### config.mk
export PLATFORM = sky130hd
export DESIGN_NAME = uart_alim_tamponu
export DESIGN_NICKNAME = d
export VERILOG_FILES = /design/src/rtl/uart_alim_tamponu_pkg.sv /design/src/rtl/uart_fifo_bellek.sv /design/src/rtl/uart_alim_tamponu.sv
export SDC_FILE = /design/constraint.sdc
export NUM_CORES = 1
export LEC_CHECK = 0
export BUFFER_PORTS_ARGS = -buffer_cell sky130_fd_sc_hd__buf_2
export CORE_MARGIN = 8
export CORE_UTILIZATION = 45
export CTS_CLUSTER_DIAMETER = 60
export CTS_CLUSTER_SIZE = 24
export DETAILED_ROUTE_END_ITERATION = 10
export PLACE_DENSITY_LB_ADDON = 0.15
export SYNTH_ARGS = -nofsm -noshare
export SYNTH_HDL_FRONTEND = slang
export SYNTH_HIERARCHICAL = 1
export SYNTH_SLANG_ARGS = --single-unit
### constraint.sdc
create_clock -name clk_i -period 4.2 [get_ports clk_i]
set_clock_uncertainty 0.05 [all_clocks]
set_input_delay 0.21 -clock clk_i [delete_from_list [all_inputs] [get_ports clk_i]]
set_output_delay 0.21 -clock clk_i [all_outputs]
set_load 0.005 [all_outputs]
### src/rtl/uart_alim_tamponu_pkg.sv
// Shared constants and types for the UART receive-side byte buffer.
package uart_alim_tamponu_pkg;

    localparam logic HIGH        = 1'b1;
    localparam logic LOW         = 1'b0;
    localparam int   UART_VERI_W = 8;

    typedef logic [UART_VERI_W-1:0] bayt_t;

endpackage

### src/rtl/uart_fifo_bellek.sv
// Byte storage for the receive FIFO: one synchronous write port, asynchronous read.
module uart_fifo_bellek
    import uart_alim_tamponu_pkg::*;
#(
    parameter int DERINLIK = 16
) (
    input  logic                        clk_i,
    input  logic                        yaz_i,
    input  logic [$clog2(DERINLIK)-1:0] yaz_adr_i,
    input  logic [UART_VERI_W-1:0]      yaz_veri_i,
    input  logic [$clog2(DERINLIK)-1:0] oku_adr_i,
    output logic [UART_VERI_W-1:0]      oku_veri_o
);

    bayt_t r_bellek [DERINLIK];

    // Store the accepted byte at the write pointer.
    // NOTE: the array has no reset; validity is tracked by the pointers and count,
    // so resetting it would only add logic for contents nobody reads.
    always_ff @(posedge clk_i) begin
        if (yaz_i) begin
            r_bellek[yaz_adr_i] <= yaz_veri_i;
        end
    end

    assign oku_veri_o = r_bellek[oku_adr_i];

endmodule

### src/rtl/uart_alim_tamponu.sv
// Receive-side FWFT byte FIFO behind the UART receiver, with sticky overflow,
// threshold/idle-timeout interrupt and software flush.
module uart_alim_tamponu
    import uart_alim_tamponu_pkg::*;
#(
    parameter int DERINLIK    = 16,
    parameter int ESIK        = 8,
    parameter int ZAMAN_ASIMI = 1024
) (
    input  logic                        clk_i,
    input  logic                        rst_i,
    input  logic [UART_VERI_W-1:0]      alinan_veri_i,
    input  logic                        alinan_gecerli_i,
    output logic [UART_VERI_W-1:0]      veri_o,
    output logic                        gecerli_o,
    input  logic                        hazir_i,
    input  logic                        temizle_i,
    output logic [$clog2(DERINLIK):0]   doluluk_o,
    output logic                        dolu_o,
    output logic                        tasma_o,
    output logic                        kesme_o
);

    localparam int AW = $clog2(DERINLIK);
    localparam int CW = AW + 1;
    localparam int TW = $clog2(ZAMAN_ASIMI + 1);

    logic [AW-1:0] r_yaz_ptr;
    logic [AW-1:0] r_oku_ptr;
    logic [CW-1:0] r_doluluk;
    logic [CW-1:0] w_doluluk_next;
    logic [TW-1:0] r_bos_sayac;
    logic [TW-1:0] w_bos_sayac_next;
    logic [TW-1:0] w_sayac_arti;
    logic          r_zaman;
    logic          w_zaman_next;
    logic          r_tasma;
    logic          r_kesme;
    logic          w_bos;
    logic          w_dolu;
    logic          w_pop;
    logic          w_yaz;

    // Flush wins over both pop and write; a full FIFO still accepts a byte when
    // the head leaves in the same cycle.
    assign w_bos        = (r_doluluk == '0);
    assign w_dolu       = (r_doluluk == CW'(DERINLIK));
    assign w_pop        = ~w_bos & hazir_i & ~temizle_i;
    assign w_yaz        = alinan_gecerli_i & (~w_dolu | w_pop) & ~temizle_i;
    assign w_sayac_arti = r_bos_sayac + TW'(1);

    uart_fifo_bellek #(
        .DERINLIK   (DERINLIK)
    ) u_bellek (
        .clk_i      (clk_i),
        .yaz_i      (w_yaz),
        .yaz_adr_i  (r_yaz_ptr),
        .yaz_veri_i (alinan_veri_i),
        .oku_adr_i  (r_oku_ptr),
        .oku_veri_o (veri_o)
    );

    // Next byte count: +1 write only, -1 pop only, cleared by flush.
    // NOTE: every always_comb output gets a default first so no path infers a latch.
    always_comb begin
        w_doluluk_next = r_doluluk;
        if (temizle_i) begin
            w_doluluk_next = '0;
        end else if (w_yaz && !w_pop) begin
            w_doluluk_next = r_doluluk + CW'(1);
        end else if (w_pop && !w_yaz) begin
            w_doluluk_next = r_doluluk - CW'(1);
        end
    end

    // Idle timer: restarts on any strobe or while empty, saturates at ZAMAN_ASIMI.
    always_comb begin
        w_bos_sayac_next = r_bos_sayac;
        w_zaman_next     = r_zaman;
        if (temizle_i || alinan_gecerli_i || w_bos) begin
            w_bos_sayac_next = '0;
            w_zaman_next     = LOW;
        end else if (r_bos_sayac != TW'(ZAMAN_ASIMI)) begin
            w_bos_sayac_next = w_sayac_arti;
            if (w_sayac_arti == TW'(ZAMAN_ASIMI)) begin
                w_zaman_next = HIGH;
            end
        end
        if (w_doluluk_next == '0) begin
            w_zaman_next = LOW;
        end
    end

    // Pointers, count, sticky overflow, timeout flag and registered interrupt.
    always_ff @(posedge clk_i) begin
        if (rst_i) begin
            r_yaz_ptr   <= '0;
            r_oku_ptr   <= '0;
            r_doluluk   <= '0;
            r_bos_sayac <= '0;
            r_zaman     <= LOW;
            r_tasma     <= LOW;
            r_kesme     <= LOW;
        end else begin
            if (temizle_i) begin
                r_yaz_ptr <= '0;
                r_oku_ptr <= '0;
            end else begin
                if (w_yaz) r_yaz_ptr <= r_yaz_ptr + AW'(1);
                if (w_pop) r_oku_ptr <= r_oku_ptr + AW'(1);
            end
            if (temizle_i) begin
                r_tasma <= LOW;
            end else if (alinan_gecerli_i && !w_yaz) begin
                r_tasma <= HIGH;
            end
            r_doluluk   <= w_doluluk_next;
            r_bos_sayac <= w_bos_sayac_next;
            r_zaman     <= w_zaman_next;
            r_kesme     <= (w_doluluk_next >= CW'(ESIK)) | w_zaman_next;
        end
    end

    assign doluluk_o = r_doluluk;
    assign gecerli_o = ~w_bos;
    assign dolu_o    = w_dolu;
    assign tasma_o   = r_tasma;
    assign kesme_o   = r_kesme;

endmodule
* Word-level counts from Yosys, hierarchy flattened
Memories as Yosys holds them, arrays and structs flattened. A register that Yosys moved wholly into a read port is not among the register bits.
Cells that the tools add are included.
** Operators by class
- Add/sub/neg operators :: 5
- $lt $le $gt $ge :: 1
- Equal/unequal tests :: 3
- Mux-type cells :: 11
- Bitwise gates (word level) :: 9
- Reduce and logical (&&, ||, !) cells :: 11
** Operator list (count)
- 2-to-1 mux 5 bit :: 3
- adder 11 x 1 -> 11 bit (second input constant) :: 1
- == test 11 bit (second input constant) :: 1
- != test 11 bit (second input constant) :: 1
- logical NOT 5 bit :: 2
- adder 4 x 1 -> 4 bit (second input constant) :: 2
- 2-to-1 mux 4 bit :: 2
- 2-to-1 mux 1 bit :: 6
- adder 5 x 1 -> 5 bit (second input constant) :: 1
- == test 5 bit (second input constant) :: 1
- >= comparator 5 x 4 -> 1 bit (second input constant) :: 1
- subtractor 5 x 1 -> 5 bit (second input constant) :: 1
- bitwise AND 1 bit :: 4
- OR reduction 2 bit :: 2
- logical AND 1 bit :: 3
- inverter 1 bit :: 3
- logical NOT 1 bit :: 2
- logical OR 1 bit :: 2
- OR 1 bit :: 2
** Word-level totals
- Register bits after elaboration :: 27
- RAM bits :: 128
- Input bits :: 13
- Output and inout bits :: 17
- Logic and storage cells :: 48
- Memories :: 1
** Memory list
- u_bellek.r_bellek :: depth 16, width 8, rd ports 1, clocked after Yosys merged registers in 1, wr ports 1, line uart_fifo_bellek.sv:15 : bayt_t r_bellek [DERINLIK];

* Logic depth before layout (Yosys ltp)
- Depth after elaboration :: 15
- Depth in mapped cells :: 8
- Mapped depth without buffers :: 8

* Hierarchy
Netlist, hierarchy kept.
** Modules (own cells, without submodules)
- uart_fifo_bellek :: times used 1, cells an instance 221, area an instance 4987.3 um^2, sequential area each 3843.7 um^2
- uart_alim_tamponu :: times used 1, cells an instance 170, area an instance 1534.0 um^2, sequential area each 540.5 um^2

* Least setup slack after synthesis
OpenSTA, ideal clock, no wires.
- Path type :: register -> register
- From :: reg r_doluluk[0], in the netlist doluluk_o[0]
- To :: mem u_bellek/r_bellek[0][0] in the netlist's numbering (enable)
- Library setup time :: 0.383 ns
- Arrival time :: 2.572 ns
- Required time :: 3.767 ns
- Setup slack :: 1.195 ns
- Cell stages (with the launch flop) :: 7
- Path buffers :: 0
- Clock period less this slack :: 3.005 ns
- Cell sequence :: dfxtp_1 > inv_1 > ha_1 > and4bb_4 > a21boi_1 > or3b_2 > nor3_1
** On the way
- Elaborated cells between the ends (all ways) :: 11
- Classes of those cells :: eq/ne (1); mux (2); bitwise (7); reduce/logical (1)
** RTL lines
- from (decl) :: line uart_alim_tamponu.sv:30 : logic [CW-1:0] r_doluluk;
- from (signal assigned) :: line uart_alim_tamponu.sv:117 : r_doluluk <= w_doluluk_next;
- == test 5 bit :: line uart_alim_tamponu.sv:47 : assign w_dolu = (r_doluluk == CW'(DERINLIK));
- via dolu_o :: line uart_alim_tamponu.sv:19 : output logic dolu_o,
- inverter 1 bit :: line uart_alim_tamponu.sv:49 : assign w_yaz = alinan_gecerli_i & (~w_dolu | w_pop) & ~temizle_i;
- OR 1 bit :: line uart_alim_tamponu.sv:49
- bitwise AND 1 bit (2 in series) :: line uart_alim_tamponu.sv:49
- via w_yaz :: line uart_alim_tamponu.sv:42 : logic w_yaz;
- 2-to-1 mux 1 bit :: line uart_fifo_bellek.sv:21 : if (yaz_i) begin
- 2-to-1 mux 1 bit (not written as such) :: line uart_fifo_bellek.sv:22 : r_bellek[yaz_adr_i] <= yaz_veri_i;
- to (decl) :: line uart_fifo_bellek.sv:15
The timed path passes the listed nets, and every way through them passes these cells.

==> qor.txt <==
==============================================================================
Category of the most critical setup path                          flop to primary output
Number of antenna diodes                                                     0
Die W                                                              136 microns
CTS root buffer                                                   sky130_fd_sc_hd__clkbuf_16
Detailed Route Iter0 Violations                                            317
Number of nets in the layout                                               455
CTS clock-pin slew for the worst setup and hold paths                    60 ps
Post-DP HPWL                                                      8670 microns
Synthesized net count                                                      411
Remaining routing DRC violations                                             0
Die Span Y                                                         136 microns
GRT Resource Usage Total                                                 15.5%
Ys async rst share                                                          0%
TritonRoute pass-1 iters                                                     4
Syn Inst Count                                                             391
Most frequently used flop master after synthesis                  sky130_fd_sc_hd__edfxtp_1
Worst Max-Slew Pin Slew                                                 853 ps
RSZ-0062 raised after global routing                                     false
Endpoint arrival time on the critical path                             2710 ps
Hold buffer count at CTS                                                     0
Most common cell after layout, fill and taps aside                sky130_fd_sc_hd__edfxtp_1
Path category of the worst min-delay check                        input port to flop
Top library cells by usage in the layout, fill and taps aside     sky130_fd_sc_hd__edfxtp_1 (128), sky130_fd_sc_hd__nor2_1 (41), sky130_fd_sc_hd__buf_2 (29)
Proportion of layout cells with a drive suffix above 1                   23.1%
Synth cell types                                                            61
Count of synthesis-stage warnings from yosys                                 6
Leftover overflow at the end of global routing                               0
GP Congestion                                                            0.858
Global-route wire length before repair                            21,200 microns
I/O pin cnt                                                                 30
Clk_lat worst skew                                                      410 ps
Vias per inst                                                             5.71
Post-cts repair resize count                                                 0
Post-route total power                                                 3.29 mW
Number of global-route vias before repair                                3,712
CTS Sinks                                                                  155
CTS tree                                                                   yes
DIE AREA                                                          18,600 sq um
H-tree Lvls                                                                  4
Register-to-Register Setup Slack                                       1280 ps
Highest clock frequency the design can meet                            336 MHz
Seq/Total Area, Yosys                                                    67.2%
Post-route cell area                                                7450 sq um
Largest fanout on the critical path                                         22
Yosys reg bits                                                             155
# rows                                                                      44
Min-Delay Path Depth                                                         1
Routed vias                                                              3,600
Max-cap check violation count                                                0
Worst IR Drop VDD                                                     0.288 mV
Buffer depth of the longest clock path                                       2
Final hold violations                                                        0
Netlist area before placement                                       6520 sq um
Critical path startpoint category                                         flop
Shortest clock period the worst path allows after layout               2970 ps
Slew HR                                                                  42.9%
Initial antenna violation count                                              0
Total wire length after detailed routing                          13,300 microns
Endpoints failing setup                                                      0
Standard cell core area                                           14,400 sq um
Final setup TNS                                                           0 ps
Post-detailed-route wirelength per cell                           21.2 microns
Number of cell instances on the worst register-to-register path              7
Area after DPL                                                      6860 sq um
Buffers inserted by post-CTS timing repair                                   0
Final Max Slew Viols                                                         0
DRT antenna net count                                                        0
TritonCTS Buffers                                                           17
Number of flops mapped to enable cells by yosys                            128
Mean post-synth cell area                                           16.7 sq um
Outcome                                                           finished clean
Layout-stage area growth over the synthesis result                       14.2%
Endpoint class of the critical path                               primary output
Leakage power                                                          2.43 nW
Worst endpoint required time                                           3940 ps
Initial core utilization                                                 45.4%
Number of port buffers                                                      29
Maximum number of pins on one net before global-route repair                23
Tcrit/Tclk final                                                         70.8%
Power per cell area                                                442 nW/um^2
Final hold slack                                                        157 ps
==============================================================================
==> kinds of logic after synthesis <==
family,count (synthesis),synth area share (%)
compound gates,40,4.95
buf+inv,21,1.98
xor+xnor,15,2.01
mux,36,12.5
simple gates,117,9.98
fa+ha+maj,7,1.34
flops,155,67.2
==> through the flow <==
stage	std cells	util (%)	setup WS, ps
5_1_grt	630	51.8	997
2_1_floorplan	391	-	1190
4_1_cts	630	51.8	1140
6_report	630	51.8	1230
3_5_place_dp	600	47.8	1310
3_3_place_gp	600	47.8	1420
==> layout make-up <==
cell class,instances,area (sq um)
multi-input combinational,215,2010
tap,184,230
inverter,9,33.8
sequential,155,4390
fill,1176,6920
timing repair buffer,37,205
clock buffer,19,433
clock inverter,11,153
==> report_power, final <==
group          internal (mW)  switching (mW)
combinational         0.0372          0.0555
clock                  0.977           0.550
sequential              1.67         0.00665
==> synth_stat cells, drive strengths merged, types with 3 or more instances <==
cell type	n	area [sq um]
edfxtp	128	3840
xor2	9	78.8
ha	7	87.6
nand3b	3	22.5
nor2	41	154
a21oi	5	25.0
buf	7	56.3
nor3	8	40.0
a22oi	16	120
nand3	9	45.0
and3	4	28.8
a211oi	5	42.5
nand4	7	43.8
mux4	32	773
dfxtp	27	541
nand2	17	63.8
xnor2	6	52.6
clkdlybuf4s25	3	30.0
nor2b	5	31.3
inv	9	33.8
and4	4	38.8
==> final timing paths <==
kind,from,end
setup reg to reg,doluluk_o[0]$_SDFF_PP0_,u_bellek/r_bellek[3][5]$_DFFE_PP_
hold / removal,alinan_veri_i[7],u_bellek/r_bellek[4][7]$_DFFE_PP_
hold reg to reg,r_zaman$_SDFF_PP0_,r_zaman$_SDFF_PP0_
setup / recovery,r_oku_ptr[0]$_SDFFE_PP0N_,veri_o[7]
==> per-layer routing <==
layer / global-route usage (%) / wire length [microns]
met2: 24.6 / 6510
met3: 4.32 / 512
met4: 4.94 / 135
met1: 20.2 / 6170
met5: 0 / 0
==> worst max-delay path, stage by stage, from the launching register on <==
cell and delay (ps):
sky130_fd_sc_hd__dfxtp_2 850, sky130_fd_sc_hd__buf_4 400, sky130_fd_sc_hd__mux4_2 570, sky130_fd_sc_hd__a22oi_1 240
sky130_fd_sc_hd__nand2_1 100, sky130_fd_sc_hd__buf_2 140
==> state kept, by name (all words and copies together) (netlist names) <==
signal and flops:
u_bellek/r_bellek 128, r_oku_ptr 4, r_bos_sayac 11, r_yaz_ptr 4
tasma_o 1, doluluk_o 5, r_zaman 1, kesme_o 1
Note: power is estimated with default switching activity, not from simulation.
